**src/rtl/sram_stream_reader.sv**
```systemverilog
// rtl/sram_stream_reader.sv - Avalon-MM SRAM block-read master feeding an in-order valid/ready stream.
// Optional feature macro: SRAM_RD_STRIDE_EN (adds cmd_stride; default stride is 1).
`timescale 1ns/1ps
module sram_stream_reader #(
    parameter int ADDR_W       = 12,
    parameter int DATA_W       = 16,
    parameter int READ_LATENCY = 1,
    parameter int FIFO_DEPTH   = 4
) (
    input  logic                clk,
    input  logic                reset_n,
    input  logic                cmd_start,
    input  logic [ADDR_W-1:0]   cmd_base,
    input  logic [ADDR_W:0]     cmd_len,
`ifdef SRAM_RD_STRIDE_EN
    input  logic [ADDR_W-1:0]   cmd_stride,
`endif
    output logic                busy,
    output logic                done,
    output logic [ADDR_W-1:0]   sram_address,
    output logic                sram_chipselect,
    output logic                sram_write,
    output logic [DATA_W/8-1:0] sram_byteenable,
    output logic                sram_clken,
    input  logic [DATA_W-1:0]   sram_readdata,
    output logic [DATA_W-1:0]   st_data,
    output logic                st_valid,
    input  logic                st_ready,
    output logic                st_last
);
    localparam int PTR_W = $clog2(FIFO_DEPTH);
    localparam int CNT_W = PTR_W + 1;

    typedef enum logic [1:0] {S_IDLE, S_ISSUE, S_DRAIN, S_DONE} state_t;

    state_t                  r_state;
    logic [ADDR_W-1:0]       r_addr;
    logic [ADDR_W:0]         r_issue_left;
    logic [ADDR_W:0]         r_pop_left;
    logic [READ_LATENCY-1:0] r_tag;
    logic [DATA_W-1:0]       r_mem [FIFO_DEPTH];
    logic [PTR_W-1:0]        r_wr_ptr;
    logic [PTR_W-1:0]        r_rd_ptr;
    logic [CNT_W-1:0]        r_count;

    logic [ADDR_W-1:0]       w_stride;
    logic [CNT_W-1:0]        w_in_flight;
    logic [CNT_W:0]          w_occupied;
    logic [READ_LATENCY-1:0] w_tag_next;
    logic                    w_issue;
    logic                    w_push;
    logic                    w_pop;

`ifdef SRAM_RD_STRIDE_EN
    logic [ADDR_W-1:0]       r_stride;
    assign w_stride = r_stride;
`else
    assign w_stride = ADDR_W'(1);
`endif

    // Every word either in flight or buffered holds a FIFO slot, so issue only while one is free.
    always_comb begin
        w_in_flight = '0;
        for (int i = 0; i < READ_LATENCY; i++) begin
            w_in_flight = w_in_flight + CNT_W'(r_tag[i]);
        end
        w_occupied = {1'b0, r_count} + {1'b0, w_in_flight};
        w_tag_next = r_tag << 1;
        w_tag_next[0] = w_issue;
    end

    assign w_issue = (r_state == S_ISSUE) && (w_occupied < (CNT_W+1)'(FIFO_DEPTH));
    assign w_push  = r_tag[READ_LATENCY-1];
    assign w_pop   = st_valid && st_ready;

    assign busy            = (r_state == S_ISSUE) || (r_state == S_DRAIN);
    assign done            = (r_state == S_DONE);
    assign sram_address    = r_addr;
    assign sram_chipselect = w_issue;
    assign sram_write      = 1'b0;
    assign sram_byteenable = '1;
    assign sram_clken      = 1'b1;
    assign st_valid        = (r_count != '0);
    assign st_data         = st_valid ? r_mem[r_rd_ptr] : '0;
    assign st_last         = st_valid && (r_pop_left == (ADDR_W+1)'(1));

    always_ff @(posedge clk or negedge reset_n) begin
        if (!reset_n) begin
            r_state      <= S_IDLE;
            r_addr       <= '0;
            r_issue_left <= '0;
            r_pop_left   <= '0;
`ifdef SRAM_RD_STRIDE_EN
            r_stride     <= '0;
`endif
        end else begin
            if (w_pop) begin
                r_pop_left <= r_pop_left - (ADDR_W+1)'(1);
            end
            case (r_state)
                S_IDLE: begin
                    if (cmd_start) begin
                        if (cmd_len == '0) begin
                            r_state <= S_DONE;
                        end else begin
                            r_addr       <= cmd_base;
                            r_issue_left <= cmd_len;
                            r_pop_left   <= cmd_len;
`ifdef SRAM_RD_STRIDE_EN
                            r_stride     <= cmd_stride;
`endif
                            r_state      <= S_ISSUE;
                        end
                    end
                end
                S_ISSUE: begin
                    if (w_issue) begin
                        r_addr       <= r_addr + w_stride;
                        r_issue_left <= r_issue_left - (ADDR_W+1)'(1);
                        if (r_issue_left == (ADDR_W+1)'(1)) begin
                            r_state <= S_DRAIN;
                        end
                    end
                end
                S_DRAIN: begin
                    if (w_pop && st_last) begin
                        r_state <= S_DONE;
                    end
                end
                default: r_state <= S_IDLE;
            endcase
        end
    end

    // The tag exiting the shift register marks the cycle sram_readdata is valid.
    always_ff @(posedge clk or negedge reset_n) begin
        if (!reset_n) begin
            r_tag    <= '0;
            r_wr_ptr <= '0;
            r_rd_ptr <= '0;
            r_count  <= '0;
        end else begin
            r_tag <= w_tag_next;
            if (w_push) begin
                r_wr_ptr <= r_wr_ptr + PTR_W'(1);
            end
            if (w_pop) begin
                r_rd_ptr <= r_rd_ptr + PTR_W'(1);
            end
            if (w_push && !w_pop) begin
                r_count <= r_count + CNT_W'(1);
            end else if (!w_push && w_pop) begin
                r_count <= r_count - CNT_W'(1);
            end
        end
    end

    always_ff @(posedge clk) begin
        if (w_push) begin
            r_mem[r_wr_ptr] <= sram_readdata;
        end
    end
endmodule

```
**config.mk**
```make
export PLATFORM = sky130hd
export DESIGN_NAME = sram_stream_reader
export DESIGN_NICKNAME = d
export VERILOG_FILES = /design/src/rtl/sram_stream_reader.sv
export SDC_FILE = /design/constraint.sdc
export NUM_CORES = 1
export LEC_CHECK = 0
export ABC_CLOCK_PERIOD_IN_PS = 2300
export BUFFER_PORTS_ARGS = -buffer_cell sky130_fd_sc_hd__buf_2
export CORE_MARGIN = 3
export CORE_UTILIZATION = 35
export DETAILED_ROUTE_END_ITERATION = 8
export SLEW_MARGIN = 20
export SYNTH_ARGS = -nofsm -noshare
export SYNTH_HDL_FRONTEND = slang
export SYNTH_SLANG_ARGS = --single-unit
```
**constraint.sdc**
```tcl
create_clock -name clk -period 2.3 [get_ports clk]
set_input_delay 0.23 -clock clk [delete_from_list [all_inputs] [get_ports clk]]
set_output_delay 0.23 -clock clk [all_outputs]
set_load 0.05 [all_outputs]
```
# [Yosys cells after proc, flatten, opt, wreduce, memory -nomap -nowiden]
# Memory sizes are Yosys's and may differ from the RTL's.
# Index checks and enable logic that the tools add are counted.
[word_totals] wordCells=67 out_inout_bits=37 ramBits=64 reg_bits=48 memories=1
[op_classes] mux=23 n_eq_ne=10 n_reduce_logical=16 n_addsub=8 n_lt_le_gt_ge=1
[memory_table] name="r_mem" words=4 word_bits=16 read_ports=1 rd_clocked_by_memory_dff=0 write_ports=1 line="41" text="logic [DATA_W-1:0] r_mem [FIFO_DEPTH];"
[ops] operator="13-bit two-way mux" n=7
[ops] operator="12-bit two-way mux" n=3
[ops] operator="13-bit by 1-bit equality test with 1-bit output (second input constant)" n=2
[ops] operator="13-bit one-hot mux with 2 select lines" n=1
[ops] operator="13-bit by 1-bit subtractor with 13-bit output (second input constant)" n=2
[ops] operator="12-bit one-hot mux with 2 select lines" n=1
[ops] operator="16-bit two-way mux" n=1
[ops] operator="13-bit logical NOT" n=1
[ops] operator="12-bit by 1-bit adder with 12-bit output (second input constant)" n=1
[ops] operator="2-bit two-way mux" n=5
[ops] operator="4-bit AND reduction" n=2
[ops] operator="1-bit logical AND" n=6
[ops] operator="3-bit two-way mux" n=2
[ops] operator="2-bit != test (second input constant)" n=3
[ops] operator="2-bit one-hot mux with 3 select lines" n=1
[ops] operator="2-bit by 1-bit adder with 2-bit output (second input constant)" n=2
[ops] operator="3-bit by 1-bit adder with 4-bit output" n=1
[ops] operator="2-bit equality test (second input constant)" n=2
[ops] operator="4-bit by 3-bit less-than comparator with 1-bit output (second input constant)" n=1
[ops] operator="2-bit by 1-bit != test with 1-bit output (second input constant)" n=2
[ops] operator="2-bit nonzero test" n=2
[ops] operator="3-bit by 1-bit adder with 3-bit output (second input constant)" n=1
[ops] operator="3-bit nonzero test" n=1
[ops] operator="3-bit by 1-bit subtractor with 3-bit output (second input constant)" n=1
[ops] operator="other kinds (5)" n=7

# [Longest topological paths before layout]
[logic_depth] depth_word=6 ltp_mapped=9 ltp_nobuf=7

# [Worst setup path before layout]
# OpenSTA, ideal clock, no wires.
[synth_timing] kind="register to output" from="reg r_pop_left[7]" to="out st_last" path_slack_ns=-0.077 path_buffers=0 stages_incl_launch_ff=4 arrival_time_ns=2.147 cell_sequence="dfrtp_1 or4_4 nand2b_4 nor3_1"
[synth_via] elab_chain_cells=2
[synth_rtl] element="from (decl)" line="39" text="logic [ADDR_W:0] r_pop_left;"
[synth_rtl] element="from (signal assigned)" line="98" text="r_pop_left <= r_pop_left - (ADDR_W+1)'(1);"
[synth_rtl] element="from (signal assigned)" line="108" text="r_pop_left <= cmd_len;"
[synth_rtl] element="13-bit by 1-bit equality test with 1-bit output" line="85" text="assign st_last = st_valid && (r_pop_left == (ADDR_W+1)'(1));"
[synth_rtl] element="1-bit logical AND" line="85"
[synth_rtl] element="to (decl)" line="29" text="output logic st_last"
# Every way passes these cells.

# [Worst setup path after layout]
[layout_timing] from="reg r_pop_left[4]" to="reg r_state[1]"
[layout_via] elab_chain_cells=5
[layout_rtl] element="13-bit by 1-bit equality test with 1-bit output" line="85"
[layout_rtl] element="1-bit logical AND" line="85"
[layout_rtl] element="1-bit logical AND" line="126" text="if (w_pop && st_last) begin"
[layout_rtl] element="2-bit by 1-bit != test with 1-bit output (no line)"
[layout_rtl] element="4-bit AND reduction (no line)"
[layout_rtl] element="to (signal assigned)" line="89" text="r_state <= S_IDLE;"
[layout_rtl] element="to (signal assigned)" line="127" text="r_state <= S_DONE;"
[layout_rtl] element="to (signal assigned)" line="130" text="default: r_state <= S_IDLE;"
[layout_rtl] element="to (decl)" line="36" text="state_t r_state;"
# Every way passes these cells.
# A chain may end at the register's enable or synchronous reset.

==> impl_metrics.csv <==
group,metric,value,unit
synthesis,yosysWarnings,0,
clock_network,cts-root-buf,"clkbuf_16",
floorplan,die_area,0.0170,sq mm
timing,post-route-period-util,0.998,
global_routing,grt_pass1_wl,19800,um
layout,n_fill_cell,1344,
job,max_cap_violations,0,
synthesis,synth_edf_count,64,
global_routing,grt-ovfl-total,0,
detailed_routing,firstDrtPassIters,5,
synthesis,synthSimpleGateAreaFrac,0.154,
worst_setup_path,critPathArrivalTime,2.53,ns
worst_setup_path,critPathLaunch,"r_pop_left[4]",
synthesis,ys.flop_type,"edfxtp_1",
floorplan,core-area,0.0148,sq mm
power,power.leakage,2.60,nW
clock_network,cts_buffers,9,
detailed_routing,avgRoutedWirePerCell,16.6,um
clock_network,path_clk_slew,0.08,ns
synthesis,synth_fa_ha_area_frac,0.0360,
timing,slew_violations,0,
power,power_density,1500,mW/mm^2
synthesis,yosysTopAreaCell,"edfxtp_1",
synthesis,synth_common_cells,"edfxtp_1, dfrtp_1, nand2_1",
worst_setup_path,worstPathRequired,2.54,ns
global_routing,grt_max_degree,49,
synthesis,syn_area,0.00542,sq mm
synthesis,synth_top_cell_area_share,0.355,
run_status,run_status,"complete, no violations",
worst_setup_path,cp_max_fo,2,
floorplan,die_h,130,um
layout,nets,618,
worst_setup_path,r2r-start,"r_pop_left[4]",
place,placed_area,0.00628,sq mm
timing,worst_pin_slew,0.736,ns
place,numPortBuffers,77,
detailed_routing,routed_wl,12400,um
synthesis,ys_async_sr_fraction,0.429,
place,gp_congestion,0.820,
layout,area.growth.synth_to_final,23.9,%
layout,drive_gt1_frac,0.309,
floorplan,num_rows,44,
synthesis,synth_xor_area_frac,0.0291,
global_routing,grt_pass1_vias,3802,
timing,min_period,2.29,ns
timing,setup_tns,0,ns
clock_network,cts_tree,"yes",
synthesis,synth.most_common_cell,"edfxtp_1",
synthesis,yosysUniqueCellTypes,57,
timing,timing.fmax,436,MHz
clock_network,cts.sinks,112,
detailed_routing,num_vias,3924,
global_routing,track_usage,0.149,
global_routing,antenna_found_initial,0,
power,peakVddDrop,0.000734,V
timing,rsz0062_at_grt,"yes",
clock_network,clk_path_buf_depth,2,
layout,design_area,0.00671,sq mm
synthesis,synthCells,448,
worst_setup_path,critPathKind,"reg -> reg",
layout,insertedDiodeCount,0,
floorplan,fp.dieW,130,um
synthesis,post_synth_main_area_contributors,"edfxtp_1, dfrtp_1, mux4_2",
hold_path,hp-class,"in -> reg",
detailed_routing,first_iter_violations,198,
timing,hold_viol_final,0,
worst_setup_path,crit_path_end_kind,"flop",
timing,slew_headroom,0.509,
clock_network,clk_latency,0.36,ns
floorplan,start_util,0.366,
synthesis,syn-mean-instance-area,12.1,sq um
synthesis,synth_seq_cells,112,
timing,setup_viol,0,
synthesis,synth.mux.area_fraction,0.0781,
clock_network,cts.htree.levels,3,
layout,fin_util,0.453,
synthesis,synth_compound_area_frac,0.0954,
detailed_routing,drcViolationCount,0,
detailed_routing,ant_nets,0,
detailed_routing,vias_per_cell,5.25,
synthesis,synth_top_family_by_area,"simple AND/OR/NAND/NOR gates",
synthesis,ys_seq_area_frac,0.576,
place,dp_hpwl,8590,um
floorplan,ios,82,
power,power,10.0,mW
hold_path,worstHoldStart,"sram_readdata[2]",
worst_setup_path,worst_setup_path_start_kind,"flop",
timing,finalClockSkew,0.00999,ns
-- logic make-up after synthesis --
group | count (synthesis)
AOI/OAI and AO/OA | 82
muxes | 22
adders and majority gates | 15
buffers and inverters | 39
DFF | 112
other | 2
xor gates and xnor gates | 18
and+or+nand+nor | 158
-- cells in the final DEF, fill, tap and decap left out, drive strengths merged, types with 8 or more instances in the layout --
cell type  netlist  layout
nor2            31      31
xor2             8       8
nor3            20      20
xnor2           10      10
nor2b           16      16
inv             16      21
dfrtp           48      48
nand3           13      13
nand2           35      35
clkbuf          16       9
nor4            11      11
mux4            16      16
o21ai           27      27
edfxtp          64      64
a21oi           22      22
ha              14      14
buf              7     119
-- through the flow --
| step | hold WS [ns] | instances | setup slack (ns) |
|---|---|---|---|
| 6_report | 0.0772 | 747 | 0.00563 |
| 4_1_cts | 0.0689 | 745 | -0.0224 |
| 3_5_place_dp | 0.246 | 725 | -0.0567 |
| 2_1_floorplan | -0.0656 | 450 | 0.0102 |
| 5_1_grt | 0.0717 | 747 | -0.0609 |
| 3_3_place_gp | 0.240 | 725 | -0.0253 |
-- registers in the layout, indices dropped and copies added, names as in the netlist --
signal,count
r_count,3
r_issue_left,13
r_mem,64
r_pop_left,13
r_rd_ptr,2
r_state,2
r_tag,1
r_wr_ptr,2
sram_address,12
-- worst paths after layout --
check | end | slack (ns) | cells past startpoint
max reg2reg | r_state[1] | 0.006 | 5
max in group asynchronous | r_count[1] | 1.68 | 3
min reg2reg | r_wr_ptr[0] | 0.55 | 1
min | r_mem[3][2] | 0.08 | 1
max | r_state[1] | 0.006 | 5
min in group asynchronous | r_issue_left[6] | 0.40 | 3
-- cell type report --
cell class                      count  area (sq um)  area share
Sequential cell                   112          3120       0.465
Multi-Input combinational cell    299          2210       0.329
Clock inverter                      7           116      0.0173
Inverter                           16          60.1     0.00895
Tap cell                          184           230      0.0343
Timing Repair Buffer              120           746       0.111
Clock buffer                        9           225      0.0336
-- routing by layer --
layer  up-vias  part of all wire  track usage
met5         -                 0            0
met3        12             0.042       0.0341
met4         0             0.014       0.0454
met2        75              0.52        0.253
li1       1887                 -            -
met1      1950              0.42        0.192
-- report_power, final --
part           switching [mW]  internal, mW
sequential              0.495          2.70
combinational            3.13          1.94
clock                   0.790         0.994
-- repair_timing --
action                                  4_1_cts  5_1_grt
gates resized for setup                       5        3
endpoints found under the setup margin        2       10
hold buffers                                  1        0
setup buffers                                 3        2
pin swaps                                     2        1
endpoints found under the hold margin        48        0
-- worst max-delay path: stages (launching register included) --
cell      delay (ns)
dfrtp_1         0.38
or4_4           0.55
nand2b_4        0.16
or4b_4          0.50
a221oi_4        0.27
mux2_4          0.32
(Power assumes the default switching activity.)
